$ cat src/rtl/cache_refill_ctrl.sv
// Refill/write-through sequencer for a 4-set direct-mapped cache with 4-word lines.
// Optional load hit/miss counters are built only when CACHE_PERF_CNT_EN is defined.
module cache_refill_ctrl #(
  parameter int DATA_WIDTH = 32,
  parameter int ADDR_WIDTH = 32
) (
  input  logic                    clk,
  input  logic                    rst_n,
  input  logic                    cpu_req,
  input  logic                    cpu_we,
  input  logic [ADDR_WIDTH-1:0]   cpu_addr,
  input  logic [DATA_WIDTH-1:0]   cpu_wdata,
  input  logic                    hit,
  output logic                    stall,
  output logic                    mem_req,
  output logic                    mem_we,
  output logic [ADDR_WIDTH-1:0]   mem_addr,
  output logic [DATA_WIDTH-1:0]   mem_wdata,
  input  logic                    mem_ack,
  input  logic [DATA_WIDTH-1:0]   mem_rdata,
  output logic                    fill_en,
  output logic [ADDR_WIDTH-1:0]   fill_addr,
  output logic [4*DATA_WIDTH-1:0] fill_line,
  output logic                    inval_en,
  output logic [31:0]             hit_cnt,
  output logic [31:0]             miss_cnt
);

  typedef enum logic [1:0] {
    IDLE  = 2'd0,
    FETCH = 2'd1,
    FILL  = 2'd2,
    STORE = 2'd3
  } state_t;

  state_t                  state_reg, state_next;
  logic [ADDR_WIDTH-1:2]   addr_reg, addr_next;
  logic [DATA_WIDTH-1:0]   wdata_reg, wdata_next;
  logic                    st_hit_reg, st_hit_next;
  logic [1:0]              cnt_reg, cnt_next;
  logic                    capture;

  // Byte offset never reaches memory or the cache array.
  logic unused_addr_lsb;
  assign unused_addr_lsb = ^cpu_addr[1:0];

  always_ff @(posedge clk) begin
    if (!rst_n) begin
      state_reg  <= IDLE;
      addr_reg   <= '0;
      wdata_reg  <= '0;
      st_hit_reg <= 1'b0;
      cnt_reg    <= 2'd0;
    end else begin
      state_reg  <= state_next;
      addr_reg   <= addr_next;
      wdata_reg  <= wdata_next;
      st_hit_reg <= st_hit_next;
      cnt_reg    <= cnt_next;
    end
  end

  always_comb begin
    state_next  = state_reg;
    addr_next   = addr_reg;
    wdata_next  = wdata_reg;
    st_hit_next = st_hit_reg;
    cnt_next    = cnt_reg;
    stall       = 1'b0;
    mem_req     = 1'b0;
    mem_we      = 1'b0;
    mem_addr    = '0;
    mem_wdata   = '0;
    fill_en     = 1'b0;
    inval_en    = 1'b0;
    capture     = 1'b0;
    case (state_reg)
      IDLE: begin
        stall = cpu_req & (cpu_we | ~hit);
        if (cpu_req) begin
          if (cpu_we) begin
            addr_next   = cpu_addr[ADDR_WIDTH-1:2];
            wdata_next  = cpu_wdata;
            st_hit_next = hit;
            state_next  = STORE;
          end else if (!hit) begin
            addr_next  = cpu_addr[ADDR_WIDTH-1:2];
            cnt_next   = 2'd0;
            state_next = FETCH;
          end
        end
      end
      FETCH: begin
        stall    = 1'b1;
        mem_req  = 1'b1;
        mem_addr = {addr_reg[ADDR_WIDTH-1:4], cnt_reg, 2'b00};
        if (mem_ack) begin
          capture  = 1'b1;
          cnt_next = cnt_reg + 2'd1;
          if (cnt_reg == 2'd3) begin
            state_next = FILL;
          end
        end
      end
      FILL: begin
        stall      = 1'b1;
        fill_en    = 1'b1;
        state_next = IDLE;
      end
      STORE: begin
        stall     = 1'b1;
        mem_req   = 1'b1;
        mem_we    = 1'b1;
        mem_addr  = {addr_reg, 2'b00};
        mem_wdata = wdata_reg;
        if (mem_ack) begin
          inval_en   = st_hit_reg;
          state_next = IDLE;
        end
      end
      default: state_next = IDLE;
    endcase
  end

  // fill_addr doubles as the set selector for inval_en during a store.
  assign fill_addr = {addr_reg[ADDR_WIDTH-1:4], 4'b0000};

  genvar gi;
  generate
    for (gi = 0; gi < 4; gi++) begin : g_word
      logic [DATA_WIDTH-1:0] word_reg;
      always_ff @(posedge clk) begin
        if (!rst_n) begin
          word_reg <= '0;
        end else if (capture && (cnt_reg == 2'(gi))) begin
          word_reg <= mem_rdata;
        end
      end
      assign fill_line[gi*DATA_WIDTH +: DATA_WIDTH] = word_reg;
    end
  endgenerate

`ifdef CACHE_PERF_CNT_EN
  logic        load_hit, miss_start;
  logic [31:0] hit_cnt_reg, miss_cnt_reg;

  assign load_hit   = (state_reg == IDLE) & cpu_req & ~cpu_we & hit;
  assign miss_start = (state_reg == IDLE) & cpu_req & ~cpu_we & ~hit;

  always_ff @(posedge clk) begin
    if (!rst_n) begin
      hit_cnt_reg  <= '0;
      miss_cnt_reg <= '0;
    end else begin
      if (load_hit && (hit_cnt_reg != 32'hFFFF_FFFF)) begin
        hit_cnt_reg <= hit_cnt_reg + 32'd1;
      end
      if (miss_start && (miss_cnt_reg != 32'hFFFF_FFFF)) begin
        miss_cnt_reg <= miss_cnt_reg + 32'd1;
      end
    end
  end

  assign hit_cnt  = hit_cnt_reg;
  assign miss_cnt = miss_cnt_reg;
`else
  assign hit_cnt  = '0;
  assign miss_cnt = '0;
`endif

endmodule

$ cat config.mk
export PLATFORM = sky130hd
export DESIGN_NAME = cache_refill_ctrl
export DESIGN_NICKNAME = d
export VERILOG_FILES = /design/src/rtl/cache_refill_ctrl.sv
export SDC_FILE = /design/constraint.sdc
export NUM_CORES = 1
export LEC_CHECK = 0
export ABC_AREA = 1
export ABC_CLOCK_PERIOD_IN_PS = 2700
export CORE_AREA = 2 2 156 158
export CTS_BUF_LIST = sky130_fd_sc_hd__clkbuf_4
export CTS_CLUSTER_DIAMETER = 120
export DETAILED_ROUTE_END_ITERATION = 8
export DIE_AREA = 0 0 158 160
export PLACE_DENSITY = 0.71
export SETUP_SLACK_MARGIN = 0.15
export SLEW_MARGIN = 20
export SYNTH_ARGS = -nofsm -noshare
export SYNTH_HDL_FRONTEND = slang
export SYNTH_SLANG_ARGS = --single-unit
$ cat constraint.sdc
create_clock -name clk -period 2.7 [get_ports clk]
set_input_delay 0.54 -clock clk [delete_from_list [all_inputs] [get_ports clk]]
set_output_delay 0.54 -clock clk [all_outputs]
set_load 0.05 [all_outputs]
==> flow_metrics.tcl <==
set metrics [dict create \
    run_status "completed" \
    ys_types 23 \
    drv_cap 0 \
    syn_inst 1101 \
    layout_common_cells "clkdlybuf4s50_1, nand2_1, dfxtp_1" \
    fin_crit_ns 2.43 \
    grt_use_total_pct 20.5 \
    drcViolationCount 0 \
    die_area_sq_um 25300 \
    cts_sinks 195 \
    die-height_um 160 \
    start_kind "flop" \
    hold_start "wdata_reg[24]$_SDFFE_PN0P_" \
    drv_slew 0 \
    holdPathEnd "wdata_reg[24]$_SDFFE_PN0P_" \
    boundaryPins 395 \
    final-setup-viol-count 0 \
    ir_worst_vdd_v 0.000255 \
    post-route-util_pct 51.2 \
    cp-end-kind "output port" \
    clk_pin_slew_ns 0.15 \
    regArea_sq_um 3900 \
    required_ns 2.16 \
    crit_path_max_fanout 35 \
    cts_setup_buffers 0 \
    tightest_slew_ns 0.612 \
    multi_input_area_sq_um 3260 \
    synth_warnings 0 \
    core_sq_um 23800 \
    yosysTopAreaCell "dfxtp_1" \
    fillers 2264 \
    drt-initial-drc-count 455 \
    num_vias 7939 \
    cts_made_buffers 17 \
    grt_pass1_vias 7353 \
    critPathArrivalTime_ns 1.89 \
    post-route-period-util_pct 89.9 \
    power_density_nw_per_um2 510 \
    cts-root-buf "clkbuf_4" \
    hold_slack_ns 0.462 \
    r2r-end "wdata_reg[18]$_SDFFE_PN0P_" \
    max_freq_mhz 412 \
    slew_headroom_pct 59.1 \
    hold_viol 0 \
    nets 1456 \
    synth_top_area_share_pct 46.5 \
    r2r_cells 8 \
    cts_max_level 4 \
    ant_nets 0 \
    clock_latency_ns 0.55 \
    io_buffers 322 \
    r2r_start "state_reg[0]$_SDFFE_PN0P_" \
    cts_max_path_buffers 2 \
    preCtsSetupSlack_ns 0.448 \
    worst_slack_ns 0.273 \
    initial_core_util_pct 35.3 \
    rsz0062_at_grt "yes" \
    num_rows 57 \
    mostFrequentLayoutCell "clkdlybuf4s50_1" \
    gp_congestion 0.821 \
    synth_area_leaders "dfxtp_1, a21oi_1, nand3_1" \
    power.leakage_nw 4.52 \
    largest_reg_flops 128 \
    area_growth_pct 45.3 \
    layout-drive-gt1-share_pct 9.48 \
    syn_avg_cell_area_sq_um 7.63 \
    grt_max_degree 73 \
    die_x_um 158 \
    grt-ovfl-total 0 \
    tritoncts "done" \
    total_power_mw 6.22 \
    wl_per_cell_um 15.9 \
    dr.pass1.iters 5 \
    via_per_inst 4.71 \
    drt_wl_total_um 26900 \
    r2r_slack_ns 0.73 \
    synth-seq-area-share_pct 46.5 \
    ys_seq_elements 195 \
    skew_ns 0.0300 \
    hpwl_um 18500 \
    hold_class "flop to flop" \
    hold_depth 2 \
    path_class "flop to output port" \
    fin_tns_setup_ns 0 \
    synth_area_sq_um 8400 \
    grt_pass1_wl_um 40800 \
    grt_antenna_before_repair 1 \
]
## kinds of logic (layout without fill, tap and decap cells)
group / after synthesis / count (layout) / share of synthesized area, %
AOI/OAI and AO/OA: 235 / 235 / 14.1
buffers and inverters: 261 / 452 / 17.9
adders and majority gates: 4 / 4 / 0.596
other: 1 / 71 / 0.0446
DFF: 195 / 195 / 46.5
and+or+nand+nor: 405 / 405 / 20.9
## per-stage QoR
step	area, sq um	std cells
2_1_floorplan	8660	1170
5_1_grt	12200	1686
3_3_place_gp	12000	1655
3_5_place_dp	12000	1655
4_1_cts	12200	1685
6_report	12200	1686
## where the power goes
| group | total, mW | internal, mW | switching [mW] |
|---|---|---|---|
| combinational | 1.73 | 0.534 | 1.20 |
| clock | 1.40 | 0.386 | 1.02 |
| sequential | 3.08 | 3.01 | 0.0702 |
| total | 6.22 | 3.94 | 2.28 |
## worst max-delay path by stage
stage,end,depth (start not counted),startpoint
floorplan,mem_wdata[22],4,state_reg[0]$_SDFFE_PN0P_
global placement,addr_reg[3]$_SDFFE_PN0P_,8,cpu_we
detailed placement,addr_reg[2]$_SDFFE_PN0P_,8,cpu_we
CTS,mem_wdata[19],4,state_reg[1]$_SDFFE_PN0P_
global route,mem_addr[2],4,state_reg[0]$_SDFFE_PN0P_
finish,mem_addr[3],4,state_reg[0]$_SDFFE_PN0P_
## worst max-delay path, stage by stage, from the launching register on
cell	delay, ns
dfxtp_1	0.40
buf_4	0.41
nand2_4	0.13
o22ai_1	0.24
buf_12	0.18
## per-layer routing
metal / track usage [%] / vias to the layer above / share of wire, %
li1: - / 3910 / -
met1: 25.1 / 3723 / 41
met2: 35.2 / 280 / 50
met3: 5.48 / 26 / 7.2
met4: 5.81 / 0 / 1.9
met5: 0 / - / 0
## area by class of cell
| class | count | share of cell area, % |
|---|---|---|
| tap | 324 | 3.32 |
| multi-input combinational | 714 | 26.7 |
| timing repair buffer | 346 | 33.7 |
| antenna | 1 | 0.0205 |
| sequential | 195 | 32.0 |
| clock buffer | 19 | 1.17 |
| inverter | 76 | 2.38 |
| clock inverter | 11 | 0.667 |
## synthesized netlist by cell type
library cell,instances
a21oi_1,194
buf_1,1
buf_2,28
buf_4,101
buf_6,14
clkbuf_1,41
conb_1,1
dfxtp_1,195
ha_1,4
inv_1,74
inv_2,1
inv_4,1
nand2_1,197
nand2_2,2
nand2_4,1
nand3_1,162
nor2_1,41
nor2_4,1
nor2_8,1
o21ai_0,25
o21ai_1,13
o21bai_1,1
o22ai_1,2
## repair_timing
action                                  CTS  global route
hold buffers                              0             0
endpoints found under the setup margin   23            17
hold endpoints to repair                  0             0
resized for setup                         1             1
(Power assumes the default switching activity.)
